`config.mk`:
```
export PLATFORM = sky130hd
export DESIGN_NAME = store_buffer_flat
export DESIGN_NICKNAME = d
export VERILOG_FILES = /design/src/rtl/store_buffer_pkg.sv /design/src/rtl/store_buffer_if.sv /design/src/rtl/store_buffer_fwd.sv /design/src/rtl/store_buffer.sv /design/src/flat_wrapper.sv
export SDC_FILE = /design/constraint.sdc
export NUM_CORES = 1
export LEC_CHECK = 0
export BUFFER_PORTS_ARGS = -buffer_cell sky130_fd_sc_hd__buf_4
export CELL_PAD_IN_SITES_DETAIL_PLACEMENT = 0
export CELL_PAD_IN_SITES_GLOBAL_PLACEMENT = 1
export CORE_MARGIN = 2
export CORE_UTILIZATION = 49
export CTS_CLUSTER_SIZE = 14
export DETAILED_ROUTE_END_ITERATION = 16
export PLACE_DENSITY_LB_ADDON = 0.05
export RECOVER_POWER = 100
export SLEW_MARGIN = 20
export SYNTH_ARGS = -nofsm -noshare
export SYNTH_HDL_FRONTEND = slang
export SYNTH_SLANG_ARGS = --single-unit
```
`constraint.sdc`:
```
create_clock -name clk -period 7.3 [get_ports clk]
set_clock_uncertainty 0.2 [all_clocks]
set_input_delay 1.46 -clock clk [delete_from_list [all_inputs] [get_ports clk]]
set_output_delay 1.46 -clock clk [all_outputs]
set_load 0.03 [all_outputs]
```
`src/rtl/store_buffer_pkg.sv`:
```
// Shared constants, RAM-port operation encoding and byte-lane helper for the
// posted-write store buffer.
package store_buffer_pkg;

  localparam int SB_DEPTH = 4;
  localparam int SB_AW    = 32;
  localparam int SB_DW    = 32;
  localparam int SB_LANES = 4;

  typedef enum logic [1:0] {
    RAM_IDLE  = 2'd0,
    RAM_READ  = 2'd1,
    RAM_WRITE = 2'd2
  } ram_op_e;

  // Overlay the selected byte lanes of upd onto base.
  function automatic logic [SB_DW-1:0] lane_merge(
    input logic [SB_DW-1:0]    base,
    input logic [SB_DW-1:0]    upd,
    input logic [SB_LANES-1:0] sel
  );
    logic [SB_DW-1:0] r;
    r = base;
    for (int l = 0; l < SB_LANES; l++) begin
      if (sel[l]) r[l*8 +: 8] = upd[l*8 +: 8];
    end
    return r;
  endfunction

endpackage

```
`src/rtl/store_buffer_if.sv`:
```
// MEM-stage side of the store buffer: access request, load result, sync and stall.
interface store_buffer_if
  import store_buffer_pkg::*;
#(
  parameter int AW = SB_AW,
  parameter int DW = SB_DW
);
  logic                mem_ce_i;
  logic                mem_we_i;
  logic [AW-1:0]       mem_addr_i;
  logic [SB_LANES-1:0] mem_sel_i;
  logic [DW-1:0]       mem_data_i;
  logic [DW-1:0]       mem_data_o;
  logic                sync_i;
  logic                stallreq_o;

  modport master (
    output mem_ce_i, mem_we_i, mem_addr_i, mem_sel_i, mem_data_i, sync_i,
    input  mem_data_o, stallreq_o
  );

  modport slave (
    input  mem_ce_i, mem_we_i, mem_addr_i, mem_sel_i, mem_data_i, sync_i,
    output mem_data_o, stallreq_o
  );
endinterface

```
`src/rtl/store_buffer_fwd.sv`:
```
// Load-forwarding merge: each byte lane takes the youngest buffered byte for the
// addressed word, falling back to the RAM read data.
module store_buffer_fwd
  import store_buffer_pkg::*;
#(
  parameter int DEPTH = SB_DEPTH,
  parameter int AW    = SB_AW,
  parameter int DW    = SB_DW,
  localparam int PW   = $clog2(DEPTH),
  localparam int CW   = PW + 1,
  localparam int WA   = AW - 2
) (
  input  logic [DW-1:0]       ram_data_i,
  input  logic [WA-1:0]       ld_waddr_i,
  input  logic [PW-1:0]       head_i,
  input  logic [CW-1:0]       count_i,
  input  logic [WA-1:0]       ent_addr_i [DEPTH],
  input  logic [SB_LANES-1:0] ent_sel_i  [DEPTH],
  input  logic [DW-1:0]       ent_data_i [DEPTH],
  output logic [DW-1:0]       data_o
);

  // Walk oldest to youngest so later matches overwrite earlier ones.
  always_comb begin
    data_o = ram_data_i;
    for (int i = 0; i < DEPTH; i++) begin
      if ((CW'(i) < count_i) && (ent_addr_i[head_i + PW'(i)] == ld_waddr_i)) begin
        data_o = lane_merge(data_o, ent_data_i[head_i + PW'(i)], ent_sel_i[head_i + PW'(i)]);
      end
    end
  end

endmodule

```
`src/rtl/store_buffer.sv`:
```
// Posted-write store buffer: queues MEM stores and retires them to the data RAM
// in cycles where MEM leaves the RAM port free; loads see pending bytes merged.
module store_buffer
  import store_buffer_pkg::*;
#(
  parameter int DEPTH = SB_DEPTH,
  parameter int AW    = SB_AW,
  parameter int DW    = SB_DW
) (
  input  logic                clk,
  input  logic                rst,
  store_buffer_if.slave       mem,
  output logic                ram_ce_o,
  output logic                ram_we_o,
  output logic [AW-1:0]       ram_addr_o,
  output logic [SB_LANES-1:0] ram_sel_o,
  output logic [DW-1:0]       ram_data_o,
  input  logic [DW-1:0]       ram_data_i
);

  localparam int PW = $clog2(DEPTH);
  localparam int CW = PW + 1;
  localparam int WA = AW - 2;

  logic [PW-1:0]       head_q, head_d, tail_q, tail_d;
  logic [CW-1:0]       count_q, count_d;
  logic [WA-1:0]       ent_addr_q [DEPTH];
  logic [WA-1:0]       ent_addr_d [DEPTH];
  logic [SB_LANES-1:0] ent_sel_q  [DEPTH];
  logic [SB_LANES-1:0] ent_sel_d  [DEPTH];
  logic [DW-1:0]       ent_data_q [DEPTH];
  logic [DW-1:0]       ent_data_d [DEPTH];

  logic          is_load, is_store, empty, full;
  logic          idle_drain, coalesce, full_stall, drain, enq;
  logic [PW-1:0] young_idx;
  logic [WA-1:0] st_waddr;
  logic [DW-1:0] fwd_data;
  ram_op_e       ram_op;

  always_comb begin
    is_load    = mem.mem_ce_i && !mem.mem_we_i;
    is_store   = mem.mem_ce_i && mem.mem_we_i;
    st_waddr   = mem.mem_addr_i[AW-1:2];
    young_idx  = tail_q - PW'(1);
    empty      = (count_q == '0);
    full       = (count_q == CW'(DEPTH));
    idle_drain = !empty && (!mem.mem_ce_i || (mem.sync_i && !is_load));
    // The youngest entry can only be the one draining when it is the sole entry.
    coalesce   = is_store && !empty && (ent_addr_q[young_idx] == st_waddr)
                 && !(idle_drain && (count_q == CW'(1)));
    full_stall = is_store && !coalesce && full;
    drain      = idle_drain || full_stall;
    enq        = is_store && !coalesce && !full;
  end

  always_comb begin
    head_d     = head_q;
    tail_d     = tail_q;
    ent_addr_d = ent_addr_q;
    ent_sel_d  = ent_sel_q;
    ent_data_d = ent_data_q;
    if (coalesce) begin
      ent_sel_d[young_idx]  = ent_sel_q[young_idx] | mem.mem_sel_i;
      ent_data_d[young_idx] = lane_merge(ent_data_q[young_idx], mem.mem_data_i, mem.mem_sel_i);
    end
    if (enq) begin
      ent_addr_d[tail_q] = st_waddr;
      ent_sel_d[tail_q]  = mem.mem_sel_i;
      ent_data_d[tail_q] = mem.mem_data_i;
      tail_d             = tail_q + PW'(1);
    end
    if (drain) head_d = head_q + PW'(1);
    count_d = count_q + CW'(enq) - CW'(drain);
  end

  always_ff @(posedge clk) begin
    if (rst) begin
      head_q  <= '0;
      tail_q  <= '0;
      count_q <= '0;
    end else begin
      head_q  <= head_d;
      tail_q  <= tail_d;
      count_q <= count_d;
    end
  end

  // Entry contents need no reset: count_q alone says which entries are live.
  always_ff @(posedge clk) begin
    ent_addr_q <= ent_addr_d;
    ent_sel_q  <= ent_sel_d;
    ent_data_q <= ent_data_d;
  end

  store_buffer_fwd #(
    .DEPTH (DEPTH),
    .AW    (AW),
    .DW    (DW)
  ) u_fwd (
    .ram_data_i (ram_data_i),
    .ld_waddr_i (st_waddr),
    .head_i     (head_q),
    .count_i    (count_q),
    .ent_addr_i (ent_addr_q),
    .ent_sel_i  (ent_sel_q),
    .ent_data_i (ent_data_q),
    .data_o     (fwd_data)
  );

  always_comb begin
    ram_op = RAM_IDLE;
    if (!rst) begin
      if (is_load)    ram_op = RAM_READ;
      else if (drain) ram_op = RAM_WRITE;
    end
    ram_ce_o       = (ram_op != RAM_IDLE);
    ram_we_o       = (ram_op == RAM_WRITE);
    ram_addr_o     = (ram_op == RAM_WRITE) ? {ent_addr_q[head_q], 2'b00} : mem.mem_addr_i;
    ram_sel_o      = (ram_op == RAM_WRITE) ? ent_sel_q[head_q] : mem.mem_sel_i;
    ram_data_o     = ent_data_q[head_q];
    mem.mem_data_o = (ram_op == RAM_READ) ? fwd_data : '0;
    mem.stallreq_o = !rst && (full_stall || (mem.sync_i && !empty));
  end

endmodule

```
`src/flat_wrapper.sv`:
```
// flat-port wrapper written by rule: the top's interface ports become plain ports
module store_buffer_flat import store_buffer_pkg::*;
#(
  parameter int DEPTH = SB_DEPTH,
  parameter int AW    = SB_AW,
  parameter int DW    = SB_DW
)
  (clk, rst, ram_ce_o, ram_we_o, ram_addr_o, ram_sel_o, ram_data_o, ram_data_i, mem_mem_ce_i, mem_mem_we_i, mem_mem_addr_i, mem_mem_sel_i, mem_mem_data_i, mem_sync_i, mem_mem_data_o, mem_stallreq_o);
  store_buffer_if #(.AW(AW), .DW(DW)) mem_i ();
  input  logic clk;
  input  logic rst;
  output logic ram_ce_o;
  output logic ram_we_o;
  output logic [AW-1:0] ram_addr_o;
  output logic [SB_LANES-1:0] ram_sel_o;
  output logic [DW-1:0] ram_data_o;
  input  logic [DW-1:0] ram_data_i;
  input wire logic [$bits(mem_i.mem_ce_i)-1:0] mem_mem_ce_i;
  input wire logic [$bits(mem_i.mem_we_i)-1:0] mem_mem_we_i;
  input wire logic [$bits(mem_i.mem_addr_i)-1:0] mem_mem_addr_i;
  input wire logic [$bits(mem_i.mem_sel_i)-1:0] mem_mem_sel_i;
  input wire logic [$bits(mem_i.mem_data_i)-1:0] mem_mem_data_i;
  input wire logic [$bits(mem_i.sync_i)-1:0] mem_sync_i;
  output wire logic [$bits(mem_i.mem_data_o)-1:0] mem_mem_data_o;
  output wire logic [$bits(mem_i.stallreq_o)-1:0] mem_stallreq_o;
  assign mem_i.mem_ce_i = mem_mem_ce_i;
  assign mem_i.mem_we_i = mem_mem_we_i;
  assign mem_i.mem_addr_i = mem_mem_addr_i;
  assign mem_i.mem_sel_i = mem_mem_sel_i;
  assign mem_i.mem_data_i = mem_mem_data_i;
  assign mem_i.sync_i = mem_sync_i;
  assign mem_mem_data_o = mem_i.mem_data_o;
  assign mem_stallreq_o = mem_i.stallreq_o;
  store_buffer #(.DEPTH(DEPTH), .AW(AW), .DW(DW)) u_core (.clk(clk), .rst(rst), .mem(mem_i), .ram_ce_o(ram_ce_o), .ram_we_o(ram_we_o), .ram_addr_o(ram_addr_o), .ram_sel_o(ram_sel_o), .ram_data_o(ram_data_o), .ram_data_i(ram_data_i));
endmodule
```
Word level (Yosys, flattened, before mapping)
Cells that the tools add are included.

Magnitude comparators: 12. Add/subtract/negate cells: 7. Equal/unequal tests: 9. Bitwise gates (word level): 7. Muxes and demuxes: 98. Reductions and logical operators: 32.

Operators with widths (count): $mux 32 (18); $mux 30 (11); $bmux 32 s2 (5); $bmux 30 s2 (5); $bwmux 128 (2); $mux 128 (2); $mux 8 (24); $eq 30x30->1 (5); $demux 32 s2 (2); $bwmux 120 (1); $demux 30 s2 (1); $mux 4 (13); $bmux 4 s2 (5); $bwmux 16 (2); $mux 16 (2); $logic_and 1x1->1 (19); $ge 3x3->1 const B (6); $not 2->3 (6); $demux 4 s2 (2); $logic_not 1->1 (8); $lt 1x3->1 const A (2); $lt 2x3->1 const A (2); $lt 3x1->1 const B (2); $mux 2 (3); 13 further kinds (17).

Bits of input ports: 105. Register bits: 271. Logic and storage cells: 180.

Longest topological paths before layout
Gate-level depths: netlist (run 1).

Depth after elaboration: 18. Gate-level depth with buffers: 18. Gate-level depth less buffers: 14.

Modules after synthesis
Synthesis (run 1) repeated with hierarchy kept, for this count alone.

Cells, all modules: 2509. Area, all modules: 25115.3 um^2.

By module, submodules not included: store_buffer (cells each 1200, sequential area each 6626.4 um^2, area an instance 15044.4 um^2, times used 1); store_buffer_fwd (cells each 1309, sequential area each 0.0 um^2, area an instance 10070.9 um^2, times used 1).

Worst setup path before layout (run 1)
OpenSTA, ideal clock, no wires.

Kind: reg-to-output. From: register u_core.tail_q[0]. To: output port ram_addr_o[10]. Stages on the path, launching flop included: 17. Slack: 1.071 ns. Data arrival time: 4.569 ns. Required time: 5.640 ns. Path through: dfxtp_1 -> buf_2 -> buf_2 -> buf_1 -> inv_1 -> ha_1 -> clkbuf_1 -> mux4_2 -> xnor2_1 -> nand4_1 -> a2111oi_0 -> nand3_1 -> a31o_2 -> nand2_1 -> buf_4 -> buf_2 -> mux2_2.

Word-level cells in the longest chain between the ends: 17.

RTL lines: start, declared (line store_buffer.sv:25) `logic [PW-1:0] head_q, head_d, tail_q, tail_d;`; start signal, assigned (line store_buffer.sv:84) `tail_q <= tail_d;`; $sub 2x1->2 (line store_buffer.sv:45) `young_idx = tail_q - PW'(1);`; net u_core.young_idx[0] (line store_buffer.sv:36) `logic [PW-1:0] young_idx;`; $not 2->3 (not written as such) (line store_buffer.sv:50) `coalesce = is_store && !empty && (ent_addr_q[young_idx] == st_waddr)`; $bmux 30 s2 (line store_buffer.sv:50); $mux 30 (not written as such) (2 in series) (line store_buffer.sv:50); $eq 30x30->1 (line store_buffer.sv:50); $logic_and 1x1->1 (line store_buffer.sv:50); $logic_and 1x1->1 (line store_buffer.sv:51) `&& !(idle_drain && (count_q == CW'(1)));`; $logic_not 1->1 (line store_buffer.sv:52) `full_stall = is_store && !coalesce && full;`; $logic_and 1x1->1 (2 in series) (line store_buffer.sv:52); $logic_or 1x1->1 (line store_buffer.sv:53) `drain = idle_drain || full_stall;`; $mux 2 (line store_buffer.sv:115) `else if (drain) ram_op = RAM_WRITE;`; $mux 2 (line store_buffer.sv:114) `if (is_load) ram_op = RAM_READ;`; $mux 2 (line store_buffer.sv:113) `if (!rst) begin`; $eq 2x2->1 (line store_buffer.sv:119) `ram_addr_o = (ram_op == RAM_WRITE) ? {ent_addr_q[head_q], 2'b00} : mem.mem_addr_i;`; $mux 32 (line store_buffer.sv:119); end, declared (line flat_wrapper.sv:14) `output logic [AW-1:0] ram_addr_o;`.

The timed path passes the listed nets, and every way through them passes these cells. The select of a mux whose other input is x is not followed.

Worst setup path in the final report (run 1)
From: register u_core.head_q[1]. To: output port mem_mem_data_o[7].

Word-level cells in the longest chain between the ends: 14. Elaborated cells on any way between the ends: 60.

RTL lines: start, declared (line store_buffer.sv:25); start signal, assigned (line store_buffer.sv:79) `head_q <= '0;`; start signal, assigned (line store_buffer.sv:83) `head_q <= head_d;`; parallel branches: the longest is 12 deep, another holds $add 2x1->2; $mux 32 * (line store_buffer_fwd.sv:27) `if ((CW'(i) < count_i) && (ent_addr_i[head_i + PW'(i)] == ld_waddr_i)) begin`; $mux 32 * (line store_buffer.sv:122) `mem.mem_data_o = (ram_op == RAM_READ) ? fwd_data : '0;`; end, declared (line flat_wrapper.sv:24) `output wire logic [$bits(mem_i.mem_data_o)-1:0] mem_mem_data_o;`.

Every way passes the cells marked *. The select of a mux whose other input is x is not followed.

==> qor.csv, run 1 <==
metric,value,unit
grt_util_met2,0.4674,
dp.cells,2743,
synth-seq-cells,271,
most-common-layout-cells,"mux2i_1 (256), mux4_2 (220), nand2_1 (181)",
htree_levels,2,
worstMarginPinSlew,2733,ps
hpwlAfterDp,52640,um
reg2reg_to,u_core.ent_data_q[103],
fin_area,25350,um^2
hold_path.class,flop to flop,
drt-total-wl,75960,um
use_met3,0.08963,
worst-path-buf-inv,3,
r2r_slack,1130,ps
maxSlewHeadroom,-0.8218,
outcome,"complete, but fails checks",
avgSynthCellArea,10.92,um^2
fp-row-count,78,
drt_pre_antenna_iters,6,
grt_use_total,0.3154,
crit_type,flop to output pin,
pwr-share-seq,0.259,
clk_pin_slew,60,ps
dpl_cell_area,24470,um^2
use_met1,0.4421,
ir_worst_vdd,0.4997,mV
fin_nets,2298,
ys_seq_area_frac,0.2946,
internal-power,0.005480,W
worstHoldStart,u_core.ent_sel_q[5],
netSwitchingPower,0.004038,W
end_kind,output pin,
die_h,218.2,um
clock_latency,550,ps
combPwrFrac,0.539,
crit_top_cell,mux2i_1,
fmax,140.1,MHz
maxCapViolCount,7,
p_leak,8.955,nW
async_flop_share,0,
dieArea,47630,um^2
gp_congestion,0.9556,
synth.area.top_cells,"mux4_2 (22%), edfxtp_1 (16%), dfxtp_1 (13%), mux2i_1 (11%), xnor2_1 (5.3%)",
io_pins,208,
initial_utilization,0.4956,
crit_required,5640,ps
area_delta_synth_final,12.71,%
synth_ff_type,dfxtp_1,
synthAdderAreaFrac,0.007566,
slowest_delay,650,ps
antenna_found_initial,2,
syn_area,22490,um^2
wl_per_cell,27.07,um
synthMuxAreaShare,0.3793,
holdPathEnd,u_core.ent_sel_q[5],
cts.sinks,271,
grt_overflow,0,
drcViolationCount,0,
synth_simple_gate_area_share,0.09564,
cp.arrival,5480,ps
cts_tree,done,
start_kind,flop,
grt_pass1_wl,113300,um
p_per_area,375.5,nW/um^2
hold_viol_final,0,
yosysTopAreaCellShare,0.2203,
cts_buffer_depth,3,
ant_nets,0,
yosysTopAreaCell,mux4_2,
switching_share,0.4242,
whs_path_depth,1,
post_cts_resize_count,0,
fin_cells,2806,
first_iter_violations,2160,
synth_compound_area_frac,0.1215,
cts_inserted_buffers,35,
final-max-slew-violation-count,340,
vias,18920,
timing.final.crit_share,0.9780,
pwr-share-clk,0.202,
post-cts-setup-buffer-count,0,
rsz0062_at_grt,false,
n_antenna_cell,0,
syn_inst,2060,
worstPathMaxFanout,55,
grt-busiest-layer,met2,
synth_nets,2178,
drive_gt1_frac,0.2634,
setup_viol_count_final,0,
synth_cell_types,76,
synth_top_family_by_area,multiplexers,
cts.hold.buffers_added,0,
crit_chain,"buf_12, clkbuf_2, mux2i_1, xnor2_1, nor4_1, mux2i_1, a211oi_2, nand3_1, o211ai_2, o21ai_0, buf_4",
core_area,45380,um^2
yosys_warnings,0,
io_buffers,207,
clockRootBuffer,clkbuf_16,
violations,"max-capacitance violations, max-slew violations",
routed_via_density,6.743,
crit_family,compound AO/OA/AOI/OAI gates,
fp.dieW,218.2,um
ff2ff_path_depth,12,
period_minus_slack,7139,ps
slowest_stage,dfxtp_4,
grt_max_degree,154,
r2r-start,u_core.tail_q[1],
synth_xor_area_frac,0.05764,
synth_edf_count,120,
final.setup.tns,0,ps
grt_pass1_vias,18100,
final_common_cell,mux2i_1,
==> cells in the mapped netlist (12+ instances only) <==
cell / instances
mux2i_1: 256
mux4_2: 220
nand2_1: 182
o21ai_0: 154
dfxtp_1: 151
xnor2_1: 136
edfxtp_1: 120
mux2_2: 89
clkbuf_1: 88
nor2_1: 75
nand4_1: 63
buf_2: 45
o21a_1: 33
o32ai_1: 32
a21oi_1: 29
o21ai_1: 29
buf_1: 28
nor3_1: 27
a32oi_1: 24
a31oi_1: 23
inv_1: 23
nand3_1: 21
o22a_1: 17
nor2b_1: 14
and2_1: 13
nor4_1: 13
ha_1: 12
xor2_1: 12
==> worst reg2reg max path, delay by kind of cell, from the launching register on <==
| kind | cells | cell delay, ps |
|---|---|---|
| mux | 1 | 350 |
| compound gates | 1 | 400 |
| simple gates | 4 | 790 |
| xor+xnor | 1 | 260 |
| fa+ha+maj | 1 | 590 |
| flops | 1 | 430 |
| buf+inv | 4 | 2880 |
==> cells by family after synthesis <==
kind of cell | Yosys count
mux | 566
simple gates | 445
compound gates | 411
flops | 271
buf+inv | 206
xor+xnor | 148
fa+ha+maj | 13
==> metrics by stage <==
stage / total power [W] / hold slack, ps / setup WS, ps / util
global route: 0.009980 / 361.9 / 41.02 / 0.5586
floorplan: 0.006300 / 284.9 / 1071 / -
detailed placement: 0.007682 / 319.6 / 524.2 / 0.5391
CTS: 0.009638 / 338.6 / 357.7 / 0.5674
finish: 0.009518 / 338.1 / 160.9 / 0.5586
global placement: 0.007604 / 322.4 / 650.6 / 0.5391
==> final cells by class <==
| cell class | instances | area [um^2] |
|---|---|---|
| fill | 4007 | 20030 |
| tap | 600 | 750.7 |
| multi-input combinational | 1583 | 14910 |
| sequential | 271 | 6638 |
| clock inverter | 16 | 229.0 |
| inverter | 23 | 86.33 |
| clock buffer | 47 | 1055 |
| timing repair buffer | 266 | 1677 |
==> per-layer routing <==
layer / up-vias / share of wire / wire, um
li1: 8354 / - / -
met2: 924 / 0.44 / 33390
met3: 150 / 0.10 / 7727
met1: 9486 / 0.43 / 32380
met5: - / 0.0015 / 111
met4: 6 / 0.031 / 2354
==> flip-flops by register name, indices dropped and copies added, names as in the netlist <==
register,cells
u_core.head_q,2
u_core.tail_q,2
u_core.ent_sel_q,16
u_core.ent_data_q,128
u_core.ent_addr_q,120
u_core.count_q,3
==> worst max-delay path by stage <==
stage	slack, ps	to	cells past startpoint	from
CTS	360	ram_sel_o[3]	13	u_core.tail_q[1]
global placement	650	mem_mem_data_o[25]	10	mem_mem_addr_i[31]
floorplan	1070	ram_addr_o[10]	16	u_core.tail_q[0]
detailed placement	520	mem_mem_data_o[27]	10	mem_mem_addr_i[31]
finish	160	mem_mem_data_o[7]	11	u_core.head_q[1]
global route	40	mem_mem_data_o[28]	11	u_core.head_q[1]
==> power by group through the flow <==
stage	registers (W)	clock network, W	logic (W)
floorplan	0.00224	0	0.00406
global placement	0.00243	0	0.00517
detailed placement	0.00247	0	0.00521
CTS	0.00244	0.00196	0.00524
global route	0.00252	0.00201	0.00544
finish	0.00246	0.00193	0.00513
Note: power is estimated with default switching activity, not from simulation.
==> run 2, diff against run 1 <==
--- a/config.mk
+++ b/config.mk
@@ -13,7 +13,6 @@
 export CTS_CLUSTER_SIZE = 14
 export DETAILED_ROUTE_END_ITERATION = 16
 export PLACE_DENSITY_LB_ADDON = 0.05
-export RECOVER_POWER = 100
 export SLEW_MARGIN = 20
 export SYNTH_ARGS = -nofsm -noshare
 export SYNTH_HDL_FRONTEND = slang
==> qor.csv, run 2 (synthesized netlist as in run 1, its figures left out) <==
metric,value,unit,change
outcome,completed,,"was complete, but fails checks"
final-max-slew-violation-count,0,,was 340
setup_ws,260.4,ps,was 160.9 ps
start_kind,flop,,unchanged
fill_cells,3906,,was 4007
htree_levels,2,,unchanged
worstMarginPinSlew,992.9,ps,was 2733 ps
hold_viol_final,0,,unchanged
fmax,142.1,MHz,was 140.1 MHz
first_iter_violations,2132,,was 2160
combPwrFrac,0.546,,was 0.539
crit_required,5640,ps,about the same
post-cts-setup-buffer-count,0,,unchanged
fp.dieW,218.2,um,unchanged
final_common_cell,buf_4,,was mux2i_1
gp_congestion,0.9556,,unchanged
period_minus_slack,7040,ps,was 7139 ps
io_pins,208,,unchanged
final.setup.tns,0,ps,unchanged
top_regs,"u_core.ent_data_q: 128 flops, u_core.ent_addr_q: 120 flops, u_core.ent_sel_q: 16 flops",,unchanged
p_leak,9.278,nW,was 8.955 nW
antenna_found_initial,2,,unchanged
io_buffers,207,,unchanged
r2r_slack,2080,ps,was 1130 ps
fin_cells,2806,,unchanged
vias,18900,,was 18920
maxCapViolCount,0,,was 7
worstPathMaxFanout,55,,unchanged
largest_register_ffs,128,,unchanged
routed_via_density,6.736,,was 6.743
hpwlAfterDp,52640,um,unchanged
internal-power,0.005626,W,was 0.005480 W
grt_max_degree,154,,unchanged
clk_pin_slew,60,ps,about the same
maxSlewHeadroom,0.3380,,was -0.8218
pwr-share-seq,0.254,,was 0.259
core_area,45380,um^2,unchanged
initial_utilization,0.4956,,unchanged
clock_latency,550,ps,about the same
pwr-share-clk,0.199,,was 0.202
cp.arrival,5380,ps,was 5480 ps
die_h,218.2,um,unchanged
final-seq-area,6638,um^2,unchanged
drcViolationCount,0,,unchanged
wl_per_cell,27.10,um,was 27.07 um
fin_nets,2298,,unchanged
multi_input_area,14930,um^2,was 14910 um^2
switching_share,0.4184,,was 0.4242
area_delta_synth_final,14.50,%,was 12.71%
drive_gt1_frac,0.3005,,was 0.2634
hold_path.class,flop to flop,,unchanged
grt_use_total,0.3154,,unchanged
drt_pre_antenna_iters,5,,was 6
cts_tree,done,,unchanged
setup_viol_count_final,0,,unchanged
drt-total-wl,76050,um,was 75960 um
n_antenna_cell,0,,unchanged
cts.sinks,271,,unchanged
timing.final.crit_share,0.9643,,was 0.9780
rsz0062_at_grt,false,,unchanged
post_cts_resize_count,0,,unchanged
cts_inserted_buffers,35,,unchanged
dp.cells,2743,,unchanged
most-common-layout-cells,"buf_4 (261), mux2i_1 (256), mux4_2 (220)",,"was mux2i_1 (256), mux4_2 (220), nand2_1 (181)"
grt_pass1_vias,18100,,unchanged
end_kind,output pin,,unchanged
place_ws,524.2,ps,unchanged
crit_type,flop to output pin,,unchanged
netSwitchingPower,0.004047,W,was 0.004038 W
regMostFlops,u_core.ent_data_q,,unchanged
dieArea,47630,um^2,unchanged
cts_buffer_depth,3,,unchanged
cts.hold.buffers_added,0,,unchanged
ir_worst_vdd,0.5085,mV,was 0.4997 mV
p_per_area,375.6,nW/um^2,was 375.5 nW/um^2
clockRootBuffer,clkbuf_16,,unchanged
grt_overflow,0,,unchanged
grt_pass1_wl,113300,um,unchanged
ant_nets,0,,unchanged
fp-row-count,78,,unchanged
[run 2: cell types whose count changed in the layout (fill, tap and decap cells not counted), moves of 4 or more]
cell      before  now
clkbuf_1      80    2
o21ai_1       11   29
o21ai_0      172  154
nor3_2         0    4
clkbuf_2      31    0
buf_4        147  261
nor3_1        27   23
buf_2          5    0
[run 2: layer usage]
metal  vias to the layer above  global-route usage  wire length [um]
li1                       8339                   -                 -
met1                      9487              0.4421             32360
met2                       923              0.4674             33380
met3                       147             0.08963              7876
met4                         6              0.1063              2323
met5                         -             0.01354               111
[run 2: metrics by stage]
| stage | util | instance area [um^2] | power [W] | hold WS, ps |
|---|---|---|---|---|
| 2_1_floorplan | - | 22490 | 0.006300 | 284.9 |
| 3_3_place_gp | 0.5391 | 24470 | 0.007604 | 322.4 |
| 3_5_place_dp | 0.5391 | 24470 | 0.007682 | 319.6 |
| 4_1_cts | 0.5674 | 25750 | 0.009638 | 338.6 |
| 5_1_grt | 0.5674 | 25750 | 0.01013 | 361.9 |
| 6_report | 0.5674 | 25750 | 0.009673 | 339.7 |
[run 2: worst paths after layout]
path / from / endpoint / cells after the start
max: u_core.head_q[1] / mem_mem_data_o[4] / 11
min: u_core.ent_sel_q[5] / u_core.ent_sel_q[5] / 1
max reg2reg: u_core.tail_q[1] / u_core.ent_data_q[89] / 11
min reg2reg: u_core.ent_sel_q[5] / u_core.ent_sel_q[5] / 1
[run 2: worst max-delay path, cell delays in order (launching register included)]
cell	delay (ps)
dfxtp_4	650
buf_12	390
buf_4	290
mux2i_1	280
xnor2_1	140
nor4_1	650
mux2i_1	270
a211oi_2	610
nand3_1	570
o211ai_2	470
o21ai_1	230
buf_4	220
[run 2: layout make-up]
cell class	count	share of cell area
flip-flops and latches	271	0.2578
clock buffers	47	0.04096
inverters	23	0.003353
multi-input cells	1583	0.5799
well taps	600	0.02915
repair buffers	266	0.07998
clock inverters	16	0.008892
[run 2: power by group through the flow]
stage	combinational, W	clock, W	sequential (W)
after floorplan	0.00406	0	0.00224
after global routing	0.00560	0.00201	0.00252
after detailed placement	0.00521	0	0.00247
final	0.00529	0.00193	0.00246
after CTS	0.00524	0.00196	0.00244
after global placement	0.00517	0	0.00243
==> run 3, diff against run 2 <==
--- a/config.mk
+++ b/config.mk
@@ -13,6 +13,8 @@
 export CTS_CLUSTER_SIZE = 14
 export DETAILED_ROUTE_END_ITERATION = 16
 export PLACE_DENSITY_LB_ADDON = 0.05
+export REMOVE_ABC_BUFFERS = 1
+export SKIP_CTS_REPAIR_TIMING = 1
 export SLEW_MARGIN = 20
 export SYNTH_ARGS = -nofsm -noshare
 export SYNTH_HDL_FRONTEND = slang
==> qor.csv, run 3 (synthesized netlist as in run 1, its figures left out) <==
metric,value,unit,change
outcome,completed,,unchanged
fmax,140.9,MHz,was 142.1 MHz
use_met3,0.05887,,was 0.08963
use_met1,0.4344,,was 0.4421
dieArea,47630,um^2,unchanged
final.setup.tns,0,ps,unchanged
design_power_total,0.009527,W,was 0.009673 W
largest_register_ffs,128,,unchanged
fin_area,25660,um^2,was 25750 um^2
clk_pin_slew,60,ps,about the same
hpwlAfterDp,50980,um,was 52640 um
first_iter_violations,2002,,was 2132
worstPathMaxFanout,55,,unchanged
drt-total-wl,75690,um,was 76050 um
vias,18830,,was 18900
io_pins,208,,unchanged
slowest_delay,890,ps,was 650 ps
htree_levels,2,,unchanged
clock_latency,560,ps,was 550 ps
gp_congestion,1.014,,was 0.9556
slowest_stage,dfxtp_4,,unchanged
crit_top_cell,buf_4,,
timing.final.crit_share,0.9720,,was 0.9643
grt-busiest-layer,met2,,unchanged
clockRootBuffer,clkbuf_16,,unchanged
grt_pass1_wl,113900,um,was 113300 um
drt_pre_antenna_iters,6,,was 5
p_leak,9.222,nW,was 9.278 nW
grt_util_met2,0.5029,,was 0.4674
cts_tree,done,,unchanged
grt_pass1_vias,18070,,was 18100
crit_chain,"buf_4, mux4_2, xnor2_1, o2111ai_1, nor3_1, nor4b_1, buf_4, nand3_1, o211ai_2, o21ai_1, buf_4",,"was buf_12, buf_4, mux2i_1, xnor2_1, nor4_1, mux2i_1, a211oi_2, nand3_1, o211ai_2, o21ai_1, buf_4"
setup_ws,204.6,ps,was 260.4 ps
drcViolationCount,0,,unchanged
worstMarginPinSlew,1241,ps,was 992.9 ps
crit_required,5640,ps,about the same
hold_path.class,flop to flop,,unchanged
die_h,218.2,um,unchanged
fin_nets,2293,,was 2298
cts_buffer_depth,3,,unchanged
io_buffers,207,,unchanged
antenna_found_initial,0,,was 2
most-common-layout-cells,"mux2i_1 (256), buf_4 (256), mux4_2 (220)",,"was buf_4 (261), mux2i_1 (256), mux4_2 (220)"
cp.arrival,5440,ps,was 5380 ps
dp.cells,2738,,was 2743
start_kind,flop,,unchanged
maxSlewHeadroom,0.1707,,was 0.3380
hold_viol_final,0,,unchanged
cts.sinks,271,,unchanged
end_kind,output pin,,unchanged
wl_per_cell,27.01,um,was 27.10 um
n_antenna_cell,0,,unchanged
rsz0062_at_grt,false,,unchanged
final-max-slew-violation-count,0,,unchanged
fp-row-count,78,,unchanged
drive_gt1_frac,0.2979,,was 0.3005
fill_cells,3961,,was 3906
regMostFlops,u_core.ent_data_q,,unchanged
top_regs,"u_core.ent_data_q: 128 flops, u_core.ent_addr_q: 120 flops, u_core.ent_sel_q: 16 flops",,unchanged
grt_overflow,0,,unchanged
grt_max_degree,89,,was 154
cts_inserted_buffers,35,,unchanged
setup_viol_count_final,0,,unchanged
p_per_area,371.2,nW/um^2,was 375.6 nW/um^2
routed_via_density,6.721,,was 6.736
grt_use_total,0.3161,,was 0.3154
maxCapViolCount,0,,unchanged
period_minus_slack,7095,ps,was 7040 ps
place_ws,525.3,ps,was 524.2 ps
ant_nets,0,,unchanged
fp.dieW,218.2,um,unchanged
initial_utilization,0.4956,,unchanged
crit_type,flop to output pin,,unchanged
dpl_cell_area,24430,um^2,was 24470 um^2
fin_cells,2802,,was 2806
core_area,45380,um^2,unchanged
ir_worst_vdd,0.2191,mV,was 0.5085 mV
area_delta_synth_final,14.12,%,was 14.50%
run 3: changes by cell type in the layout (fill, tap and decap cells not counted), sizes merged:
cell,delta
clkinv,-2
clkbuf,-1
buf,-5
clkinvlp,+2
inv,+2
run 3: final timing paths:
kind / to / slack (ps) / start / depth (start not counted)
worst min register to register: u_core.ent_sel_q[7] / 340 / u_core.ent_sel_q[7] / 1
worst max-delay path: mem_mem_data_o[21] / 200 / u_core.head_q[0] / 11
worst max register to register: u_core.count_q[2] / 2180 / u_core.tail_q[1] / 14
worst min-delay path: u_core.ent_sel_q[7] / 340 / u_core.ent_sel_q[7] / 1
run 3: layer usage:
layer / share of wire / wire [um] / vias up
li1: - / - / 8350
met2: 0.47 / 35390 / 890
met5: 0 / 0 / -
met4: 0.034 / 2589 / 0
met1: 0.42 / 31440 / 9441
met3: 0.083 / 6268 / 152
run 3: through the flow:
| stage | utilization | hold WS (ps) |
|---|---|---|
| 2_1_floorplan | - | 284.9 |
| 3_3_place_gp | 0.5383 | 316.8 |
| 3_5_place_dp | 0.5383 | 317.2 |
| 4_1_cts | 0.5655 | 333.4 |
| 5_1_grt | 0.5655 | 357.7 |
| 6_report | 0.5655 | 339.2 |
run 3: area by class of cell:
| class | count | area, um^2 | area share |
|---|---|---|---|
| tap | 600 | 750.7 | 0.02925 |
| multi-input combinational | 1583 | 14930 | 0.5819 |
| inverter | 23 | 86.33 | 0.003364 |
| sequential | 271 | 6638 | 0.2586 |
| timing repair buffer | 261 | 2022 | 0.07878 |
| clock buffer | 46 | 968.4 | 0.03773 |
| clock inverter | 18 | 266.5 | 0.01038 |
run 3: power by group:
part | switching [W] | total, W | internal [W]
sequential | 0.000497 | 0.00244 | 0.00194
combinational | 0.00277 | 0.00521 | 0.00245
clock | 0.000722 | 0.00188 | 0.00115
total | 0.00398 | 0.00953 | 0.00554
run 3: worst max-delay path, delay by kind of cell (launching register included):
kind | cells | cell delay (ps)
xor+xnor | 1 | 170
buf+inv | 3 | 820
simple gates | 3 | 1520
mux | 1 | 530
flops | 1 | 890
compound gates | 3 | 870
